`src/rtl/button_event_ctrl.sv`:
```
// button_event_ctrl
//   Multi-button front end: two-flop synchronisers, one shared debounce
//   sample-tick prescaler, per-button debounce and long-press detection,
//   round-robin arbitration of per-button pending events into a small
//   first-word-fall-through event FIFO, sticky overflow flag and interrupt.
//
// Ports
//   clk_i          clock
//   rst_i          asynchronous active-high reset
//   btn_i          raw button levels (1 = pressed), asynchronous to clk_i
//   btn_state_o    debounced button levels
//   evt_valid_o    FIFO head holds an event
//   evt_ready_i    consumer accepts the head event this cycle
//   evt_btn_o      button index of the head event (0 while FIFO empty)
//   evt_type_o     01 press, 10 release, 11 long-press (0 while FIFO empty)
//   overflow_o     sticky, set when an event had to be dropped
//   clr_overflow_i clears overflow_o (a simultaneous set wins)
//   irq_o          evt_valid_o | overflow_o
module button_event_ctrl #(
  parameter int NumBtns     = 4,
  parameter int TickDiv     = 100,
  parameter int StableTicks = 5,
  parameter int LongTicks   = 200,
  parameter int FifoDepth   = 4
) (
  input  logic                                           clk_i,
  input  logic                                           rst_i,
  input  logic [NumBtns-1:0]                             btn_i,
  output logic [NumBtns-1:0]                             btn_state_o,
  output logic                                           evt_valid_o,
  input  logic                                           evt_ready_i,
  output logic [((NumBtns > 1) ? $clog2(NumBtns) : 1)-1:0] evt_btn_o,
  output logic [1:0]                                     evt_type_o,
  output logic                                           overflow_o,
  input  logic                                           clr_overflow_i,
  output logic                                           irq_o
);

  localparam int BW = (NumBtns > 1) ? $clog2(NumBtns) : 1;
  localparam int PW = (TickDiv > 1) ? $clog2(TickDiv) : 1;
  localparam int SW = (StableTicks > 1) ? $clog2(StableTicks) : 1;
  localparam int HW = $clog2(LongTicks + 1);
  localparam int AW = $clog2(FifoDepth);

  localparam logic [PW-1:0] TickLast = PW'(TickDiv - 1);
  localparam logic [SW-1:0] StabLast = SW'(StableTicks - 1);
  localparam logic [HW-1:0] HoldPre  = HW'(LongTicks - 1);
  localparam logic [HW-1:0] HoldMax  = HW'(LongTicks);
  localparam logic [BW-1:0] RrLast   = BW'(NumBtns - 1);

  localparam logic [1:0] EvPress   = 2'b01;
  localparam logic [1:0] EvRelease = 2'b10;
  localparam logic [1:0] EvLong    = 2'b11;

  // Hold counter stops at LongTicks so the long-press fires only once.
  function automatic logic [HW-1:0] sat_inc_hold(input logic [HW-1:0] v);
    return (v == HoldMax) ? v : v + 1'b1;
  endfunction

  logic [NumBtns-1:0] r_sync1, r_sync2, r_state, r_pend;
  logic [PW-1:0]      r_presc;
  logic [SW-1:0]      r_stab  [NumBtns];
  logic [HW-1:0]      r_hold  [NumBtns];
  logic [1:0]         r_ptype [NumBtns];
  logic [BW-1:0]      r_rr;
  logic [AW:0]        r_wr, r_rd;
  logic [BW-1:0]      r_mem_btn  [FifoDepth];
  logic [1:0]         r_mem_type [FifoDepth];
  logic               r_ovf;

  logic               w_tick;
  logic [NumBtns-1:0] w_flip, w_long, w_new, w_gnt_oh;
  logic [1:0]         w_ntype [NumBtns];
  logic               w_hi_vld, w_gnt_vld;
  logic [BW-1:0]      w_hi_idx, w_lo_idx, w_gnt_idx;
  logic [1:0]         w_hi_type, w_lo_type, w_gnt_type;
  logic               w_empty, w_full, w_pop, w_push, w_drop, w_ovw;

  assign w_tick = (r_presc == TickLast);

  // Event detection. A release flip and a long-press can only coincide
  // while the level is 1; the type mux lets the release win.
  always_comb begin
    w_flip = '0;
    w_long = '0;
    for (int i = 0; i < NumBtns; i++) begin
      w_flip[i]  = w_tick && (r_sync2[i] != r_state[i]) && (r_stab[i] == StabLast);
      w_long[i]  = w_tick && r_state[i] && (r_hold[i] == HoldPre);
      w_ntype[i] = w_flip[i] ? (r_sync2[i] ? EvPress : EvRelease) : EvLong;
    end
    w_new = w_flip | w_long;
  end

  // Round-robin: the lowest pending index at or above r_rr wins; if there
  // is none, the lowest pending index overall (which lies below r_rr).
  // Scanning downwards leaves the lowest match in the variables.
  always_comb begin
    w_hi_vld  = 1'b0;
    w_hi_idx  = '0;
    w_hi_type = '0;
    w_lo_idx  = '0;
    w_lo_type = '0;
    for (int i = NumBtns - 1; i >= 0; i--) begin
      if (r_pend[i]) begin
        w_lo_idx  = BW'(i);
        w_lo_type = r_ptype[i];
        if (BW'(i) >= r_rr) begin
          w_hi_vld  = 1'b1;
          w_hi_idx  = BW'(i);
          w_hi_type = r_ptype[i];
        end
      end
    end
    w_gnt_vld  = |r_pend;
    w_gnt_idx  = w_hi_vld ? w_hi_idx : w_lo_idx;
    w_gnt_type = w_hi_vld ? w_hi_type : w_lo_type;
    w_gnt_oh   = '0;
    for (int i = 0; i < NumBtns; i++) begin
      w_gnt_oh[i] = w_gnt_vld && (w_gnt_idx == BW'(i));
    end
  end

  // Pointers carry one extra wrap bit to tell full from empty.
  assign w_empty = (r_wr == r_rd);
  assign w_full  = (r_wr[AW] != r_rd[AW]) && (r_wr[AW-1:0] == r_rd[AW-1:0]);
  assign w_pop   = ~w_empty & evt_ready_i;
  assign w_push  = w_gnt_vld & (~w_full | w_pop);
  assign w_drop  = w_gnt_vld & ~w_push;
  // A slot being granted this cycle is free to take a new event.
  assign w_ovw   = |(w_new & r_pend & ~w_gnt_oh);

  always_ff @(posedge clk_i or posedge rst_i) begin
    if (rst_i) begin
      r_sync1 <= '0;
      r_sync2 <= '0;
      r_state <= '0;
      r_pend  <= '0;
      r_presc <= '0;
      r_rr    <= '0;
      r_wr    <= '0;
      r_rd    <= '0;
      r_ovf   <= 1'b0;
      for (int i = 0; i < NumBtns; i++) begin
        r_stab[i] <= '0;
        r_hold[i] <= '0;
      end
    end else begin
      r_sync1 <= btn_i;
      r_sync2 <= r_sync1;
      r_presc <= w_tick ? '0 : r_presc + 1'b1;

      for (int i = 0; i < NumBtns; i++) begin
        // Any cycle agreeing with the accepted level restarts the debounce.
        if (r_sync2[i] == r_state[i]) begin
          r_stab[i] <= '0;
        end else if (w_tick) begin
          r_stab[i] <= (r_stab[i] == StabLast) ? '0 : r_stab[i] + 1'b1;
        end
        if (w_flip[i]) begin
          r_state[i] <= r_sync2[i];
        end

        if (!r_state[i]) begin
          r_hold[i] <= '0;
        end else if (w_tick) begin
          r_hold[i] <= sat_inc_hold(r_hold[i]);
        end

        if (w_new[i]) begin
          r_pend[i] <= 1'b1;
        end else if (w_gnt_oh[i]) begin
          r_pend[i] <= 1'b0;
        end
      end

      if (w_gnt_vld) begin
        r_rr <= (w_gnt_idx == RrLast) ? '0 : w_gnt_idx + 1'b1;
      end
      if (w_push) begin
        r_wr <= r_wr + 1'b1;
      end
      if (w_pop) begin
        r_rd <= r_rd + 1'b1;
      end

      if (w_drop || w_ovw) begin
        r_ovf <= 1'b1;
      end else if (clr_overflow_i) begin
        r_ovf <= 1'b0;
      end
    end
  end

  // Event payload storage; only read where the matching valid flag is set.
  always_ff @(posedge clk_i) begin
    for (int i = 0; i < NumBtns; i++) begin
      if (w_new[i]) begin
        r_ptype[i] <= w_ntype[i];
      end
    end
    if (w_push) begin
      r_mem_btn[r_wr[AW-1:0]]  <= w_gnt_idx;
      r_mem_type[r_wr[AW-1:0]] <= w_gnt_type;
    end
  end

  assign btn_state_o = r_state;
  assign evt_valid_o = ~w_empty;
  assign evt_btn_o   = w_empty ? '0 : r_mem_btn[r_rd[AW-1:0]];
  assign evt_type_o  = w_empty ? '0 : r_mem_type[r_rd[AW-1:0]];
  assign overflow_o  = r_ovf;
  assign irq_o       = ~w_empty | r_ovf;

endmodule

```
`config.mk`:
```
export PLATFORM = sky130hd
export DESIGN_NAME = button_event_ctrl
export DESIGN_NICKNAME = d
export VERILOG_FILES = /design/src/rtl/button_event_ctrl.sv
export SDC_FILE = /design/constraint.sdc
export NUM_CORES = 1
export LEC_CHECK = 0
export ABC_CLOCK_PERIOD_IN_PS = 1900
export BUFFER_PORTS_ARGS = -buffer_cell sky130_fd_sc_hd__buf_2
export CAP_MARGIN = 20
export CORE_MARGIN = 1
export CORE_UTILIZATION = 35
export CTS_CLUSTER_SIZE = 25
export DETAILED_ROUTE_END_ITERATION = 8
export GPL_ROUTABILITY_DRIVEN = 0
export GPL_TIMING_DRIVEN = 0
export MAX_ROUTING_LAYER = met4
export SYNTH_ARGS = -nofsm -noshare
export SYNTH_HDL_FRONTEND = slang
export SYNTH_SLANG_ARGS = --single-unit
```
`constraint.sdc`:
```
create_clock -name clk_i -period 1.9 [get_ports clk_i]
set_input_delay 0.095 -clock clk_i [delete_from_list [all_inputs] [get_ports clk_i]]
set_output_delay 0.095 -clock clk_i [all_outputs]
set_load 0.02 [all_outputs]
```
==> flow_summary.ini, run 1 <==
[finish]
drive_above_1_share = 0.179
area_growth_pct = 18.3
final_common_cell = dfrtp_1
num_antenna_cells = 0
nFillCells = 1346
layout.nets = 555
layout_common_cells = dfrtp_1, nor2_1, nand2_1

[clock_tree]
cts_buffers = 9
numClockSinks = 100
cts-root-buf = clkbuf_16
insertion_delay_ns = 0.35
h-tree-depth = 3
path_clk_slew_ns = 0.07
cts_tree = yes
cts_buffer_depth = 2

[detailed_routing]
wl_per_cell_um = 14.0
routed_wirelength_um = 9900
ant_nets = 0
dr.pass1.iters = 4
drt_first_iter_violations = 171
num_vias = 3571
drc = 0
vias_per_cell = 5.06

[floorplan]
core_area_um2 = 14000
dieWidth_um = 123
start_util = 0.363
num_rows = 43
dieArea_um2 = 15100
io_pins = 19
die_h_um = 123

[setup_path]
critPathLaunchType = flip-flop
worstPathCellList = ha_4 > nand4bb_4 > or2_1 > buf_6 > buf_8 > or3_1
slowest_delay_ns = 0.41
path_depth = 6
worstPathRequired_ns = 1.99
crit_type = reg2reg
worstPathMaxFanout = 9
rr_worst_depth = 6
cp.arrival_ns = 1.95
critPathTopFamily = simple AND/OR/NAND/NOR gates
critPathBufInv = 2
slowest_stage = dfrtp_1
cp-end-kind = flip-flop

[synth]
synth-edff-count = 24
ys.flop_type = dfrtp_1
synth_mux_area_frac = 0.0317
synth_cells = 476
synthAdderAreaFrac = 0.0638
synth-compound-area-share = 0.0879
ys_seq_area_frac = 0.514
synthSimpleGateAreaFrac = 0.192
syn_area_um2 = 5100
yosys.cell_types.count = 54
synth_xor_area_frac = 0.0670
syn_avg_cell_area_um2 = 10.7
yosysWarnings = 0
synth_top_family_by_area = simple AND/OR/NAND/NOR gates
synth.net_count = 510
ys_seq_elements = 100
async_reset_ff_frac = 0.760

[outcome]
status = complete, no violations

[place]
hpwl_um = 6870
io_buffers = 18
pre_cts_ws_ns = -0.451

[grt]
grt_pass1_wl_um = 16800
grt_max_degree = 35
antenna_found_initial = 0
grt_overflow = 0
grt_pass1_vias = 3458
grt.total_usage = 0.149

[sta]
rsz0062_at_grt = yes
maxSlewViolCount = 0
hold_viol = 0
fin_crit_sh = 0.977
whs_ns = 0.0791
max_freq_ghz = 0.538
slew_headroom = 0.647
tightest_slew_ns = 0.525
period_needed_ns = 1.86
fin_ws_ns = 0.0428
fin_skew_ns = 0.00674
finalSetupViolCount = 0

[power_and_ir_drop]
power.density_nw_per_um2 = 736
ir_drop_uv = 597
p_leak_nw = 2.50

[job]
cap_viol_max_count = 0

[worst_hold_path]
hold_path_depth = 3
hold_class = in2reg
-- worst min-delay path: cells and delay by family --
family	cells	cell delay, ns
simple gates	1	0.10
buf+inv	1	0.13
xor+xnor	1	0.07
-- cell usage after synthesis (3+ instances only) --
| cell | number | area share |
|---|---|---|
| nor2b_1 | 5 | 0.0061 |
| ha_1 | 26 | 0.064 |
| dfrtp_1 | 76 | 0.37 |
| mux2i_1 | 6 | 0.012 |
| clkbuf_1 | 10 | 0.0074 |
| nand3b_1 | 10 | 0.015 |
| nor3_1 | 4 | 0.0039 |
| nand2_1 | 38 | 0.028 |
| nand2b_1 | 5 | 0.0061 |
| a211oi_1 | 6 | 0.0088 |
| xnor2_1 | 27 | 0.046 |
| mux4_2 | 4 | 0.018 |
| xor2_1 | 12 | 0.021 |
| o22ai_1 | 5 | 0.0061 |
| or4_1 | 3 | 0.0044 |
| and3_1 | 4 | 0.0049 |
| buf_2 | 4 | 0.0039 |
| nand3_1 | 6 | 0.0059 |
| nand4_1 | 19 | 0.023 |
| inv_1 | 35 | 0.026 |
| and2_1 | 15 | 0.018 |
| edfxtp_1 | 24 | 0.14 |
| or3_1 | 5 | 0.0061 |
| a21oi_1 | 25 | 0.025 |
| o21ai_0 | 13 | 0.013 |
| nor2_1 | 49 | 0.036 |
-- sequential cells by signal, indices dropped and copies added (netlist names), 7 cells and up --
register	flops
r_ptype	8
r_presc	7
r_mem_btn	8
r_hold	32
r_stab	12
r_mem_type	8
-- path summary, 6_finish.rpt --
kind                                       from  slack [ns]                           to
max                        r_presc[0]$_DFF_PP0_        0.04  r_ptype[0][0]$_SDFFCE_PN1P_
min                                 evt_ready_i        0.08          r_rd[0]$_DFFE_PP0P_
max reg2reg                r_presc[0]$_DFF_PP0_        0.04  r_ptype[0][0]$_SDFFCE_PN1P_
min reg2reg                r_sync1[2]$_DFF_PP0_        0.35         r_sync2[2]$_DFF_PP0_
max in group asynchronous                 rst_i        1.04       r_hold[25]$_DFFE_PP0P_
min in group asynchronous                 rst_i        0.33       r_hold[22]$_DFFE_PP0P_
-- repair_timing --
item	4_1_cts	5_1_grt
buffers inserted	3	6
hold endpoints to repair	22	0
pin swaps	0	3
endpoints found under the setup margin	61	44
hold buffers	5	0
gates cloned	0	1
resized for setup	18	27
-- per-layer routing --
| metal | share of wire | track usage | vias to the layer above |
|---|---|---|---|
| li1 | - | - | 1742 |
| met1 | 0.47 | 0.182 | 1771 |
| met2 | 0.49 | 0.236 | 48 |
| met3 | 0.032 | 0.0446 | 10 |
| met4 | 0.0094 | 0.0450 | 0 |
| met5 | 0 | - | - |
-- stage by stage --
step	instances	TNS (ns)	area [um2]	utilization	total power, mW
finish	706	0	6030	0.429	4.44
global route	706	-0.103	6030	0.429	4.63
CTS	699	-0.0803	5860	0.417	4.46
detailed placement	676	-5.76	5460	0.389	2.66
global placement	674	-4.45	5420	0.386	2.64
floorplan	476	0	5100	-	2.56
-- logic make-up after synthesis --
logic type	count (synthesis)
AOI/OAI and AO/OA	69
xor gates and xnor gates	39
adders and majority gates	26
buffers and inverters	53
DFF	100
muxes	11
and+or+nand+nor	178
-- layout make-up --
class | count | area, um2 | area share
clock buffer | 13 | 262 | 0.0434
timing repair buffer | 35 | 275 | 0.0457
multi-input combinational | 323 | 2380 | 0.394
clock inverter | 3 | 20.0 | 0.00332
inverter | 37 | 144 | 0.0239
tap | 180 | 225 | 0.0374
buffer | 15 | 100 | 0.0166
sequential | 100 | 2630 | 0.436
-- power by group --
| part | switching [mW] | internal (mW) |
|---|---|---|
| logic | 0.210 | 0.186 |
| registers | 0.0586 | 2.24 |
| clock network | 0.776 | 0.967 |
| total | 1.04 | 3.39 |
No activity file was read; power rests on OpenSTA's default activity.
==> run 2, diff against run 1 <==
ABC_CLOCK_PERIOD_IN_PS = 1870   (was 1900)
clock period = 1.87 ns   (was 1.9 ns; I/O delays follow)
==> run 2 against run 1 <==
  * The flow now finishes with violations (setup timing)
  * Critical path depth up 3
  * First-iteration DRC count rose by 16%
  * Clock power rose by 21%
  * Register-to-register slack worse by 0.09 ns
  * Die area unchanged
  * Sequential share of layout area is 1.7 points lower
  * Worst hold slack better by 0.0012 ns
  * Via count increased by 1.2%
  * Wire length is 2.8% higher
  * Sequential cell count unchanged
  * Power rose by 9.1%
  * Critical endpoint is now overflow_o$_DFFE_PP0P_
==> flow_summary.ini, run 2 (synthesis results as in run 1) <==
[floorplan]
io_pins = 19
dieWidth_um = 123
die_h_um = 123
start_util = 0.363
dieArea_um2 = 15100
num_rows = 43
core_area_um2 = 14000

[sta]
fin_ws_ns = -0.0442
fin_crit_sh = 1.02
period_needed_ns = 1.91
fin_tns_setup_ns = -0.0442
hold_viol = 0
rsz0062_at_grt = yes
slew_headroom = 0.434
maxSlewViolCount = 0
fin_skew_ns = 0.00775
tightest_slew_ns = 0.847
finalSetupViolCount = 1
max_freq_ghz = 0.522

[power_and_ir_drop]
p_seq_frac = 0.483
power.density_nw_per_um2 = 772
ir_drop_uv = 583
p_sw_frac = 0.216
power.net_switching_mw = 1.05
pwr-share-clk = 0.434
p_int_mw = 3.79
p_leak_nw = 2.64
comb_power_share = 0.084

[setup_path]
cp.arrival_ns = 2.11
critPathLaunchType = flip-flop
slowest_delay_ns = 0.46
worstPathCellList = nor2b_4 > a21oi_1 > o22ai_2 > a21oi_4 > inv_2 > ha_4 > nor2b_2 > a222oi_1 > o2111ai_2
worstPathMaxFanout = 8
slowest_stage = dfrtp_2
critPathBufInv = 1
critPathTopFamily = compound AO/OA/AOI/OAI gates
worstPathRequired_ns = 2.06
crit_type = reg2reg
cp-end-kind = flip-flop

[detailed_routing]
routed_wirelength_um = 10200
drc = 0
dr.pass1.iters = 4
drt_first_iter_violations = 198
num_vias = 3615
ant_nets = 0
vias_per_cell = 5.04
wl_per_cell_um = 14.2

[finish]
largest_reg_flops = 32
layout.nets = 566
final_cell_area_um2 = 6270
final_common_cell = dfrtp_1
multi_input_area_um2 = 2480
drive_above_1_share = 0.231
regArea_um2 = 2630
reg.largest.list = r_hold: 32 flops, r_stab: 12 flops
area_growth_pct = 23.0
num_antenna_cells = 0
layout_common_cells = dfrtp_1, nor2_1, nand2_1
fin_cells = 717
nFillCells = 1323
largest_register = r_hold

[clock_tree]
cts_tree = yes
cts-root-buf = clkbuf_16
cts_buffer_depth = 2
insertion_delay_ns = 0.34
path_clk_slew_ns = 0.06
cts_buffers = 9
numClockSinks = 100
h-tree-depth = 3

[grt]
antenna_found_initial = 0
grt_max_degree = 41
grt_pass1_vias = 3538
grt_overflow = 0
grt_pass1_wl_um = 16700
grt.total_usage = 0.149

[place]
io_buffers = 18
hpwl_um = 6880
pre_cts_ws_ns = -0.369
place_area_um2 = 5440
place_inst = 675

[outcome]
violations = setup timing
status = finished, violations left

[job]
cap_viol_max_count = 0

[worst_hold_path]
hold_class = in2reg
[run 2: final timing paths]
path | slack, ns | endpoint | cells past startpoint | startpoint
hold / removal | 0.08 | r_rd[2]$_DFFE_PP0P_ | 3 | evt_ready_i
max in group asynchronous | 0.73 | r_hold[28]$_DFFE_PP0P_ | 4 | rst_i
setup / recovery | -0.04 | overflow_o$_DFFE_PP0P_ | 9 | r_pend[0]$_DFFE_PP0P_
min in group asynchronous | 0.47 | btn_state_o[1]$_DFFE_PP0P_ | 3 | rst_i
hold reg to reg | 0.35 | r_sync2[3]$_DFF_PP0_ | 0 | r_sync1[3]$_DFF_PP0_
setup reg to reg | -0.04 | overflow_o$_DFFE_PP0P_ | 9 | r_pend[0]$_DFFE_PP0P_
[run 2: stage by stage]
stage | hold slack, ns | power, mW | util
after detailed placement | 0.203 | 2.70 | 0.388
after floorplan | 0.125 | 2.60 | -
after global routing | 0.0823 | 5.05 | 0.446
final | 0.0803 | 4.84 | 0.446
after CTS | 0.0575 | 4.86 | 0.421
after global placement | 0.202 | 2.68 | 0.386
[run 2: layout make-up]
cell class	instances	area share
repair buffers	46	0.0547
well taps	180	0.0359
plain buffers	15	0.0170
multi-input cells	323	0.395
clock inverters	3	0.0104
inverters	37	0.0231
flip-flops and latches	100	0.419
clock buffers	13	0.0449
[run 2: power groups by stage]
| stage | Clock, mW | Sequential, mW | Combinational, mW |
|---|---|---|---|
| finish | 2.10 | 2.34 | 0.406 |
| global route | 2.25 | 2.34 | 0.460 |
| CTS | 2.17 | 2.33 | 0.358 |
| detailed placement | 0 | 2.37 | 0.329 |
| global placement | 0 | 2.37 | 0.315 |
| floorplan | 0 | 2.35 | 0.251 |
[run 2: worst reg2reg max path, stage by stage, from the launching register on]
cell and delay [ns]:
dfrtp_2 0.46, nor2b_4 0.18, a21oi_1 0.07, o22ai_2 0.19
a21oi_4 0.06, inv_2 0.09, ha_4 0.13, nor2b_2 0.04
a222oi_1 0.37, o2111ai_2 0.16
[run 2: metal layers]
layer | global-route usage | vias to the layer above | share of wire
li1 | - | 1757 | -
met1 | 0.175 | 1797 | 0.45
met2 | 0.244 | 51 | 0.50
met3 | 0.0451 | 10 | 0.029
met4 | 0.0427 | 0 | 0.013
met5 | - | - | 0
[run 2: what timing repair did]
item                       in CTS  in global routing
setup endpoints to repair      70                 61
hold buffers                    5                  0
gates cloned                    0                  2
gates resized for setup        23                 51
pin swaps                       1                 14
hold endpoints to repair       40                  0
setup buffers                   1                 19
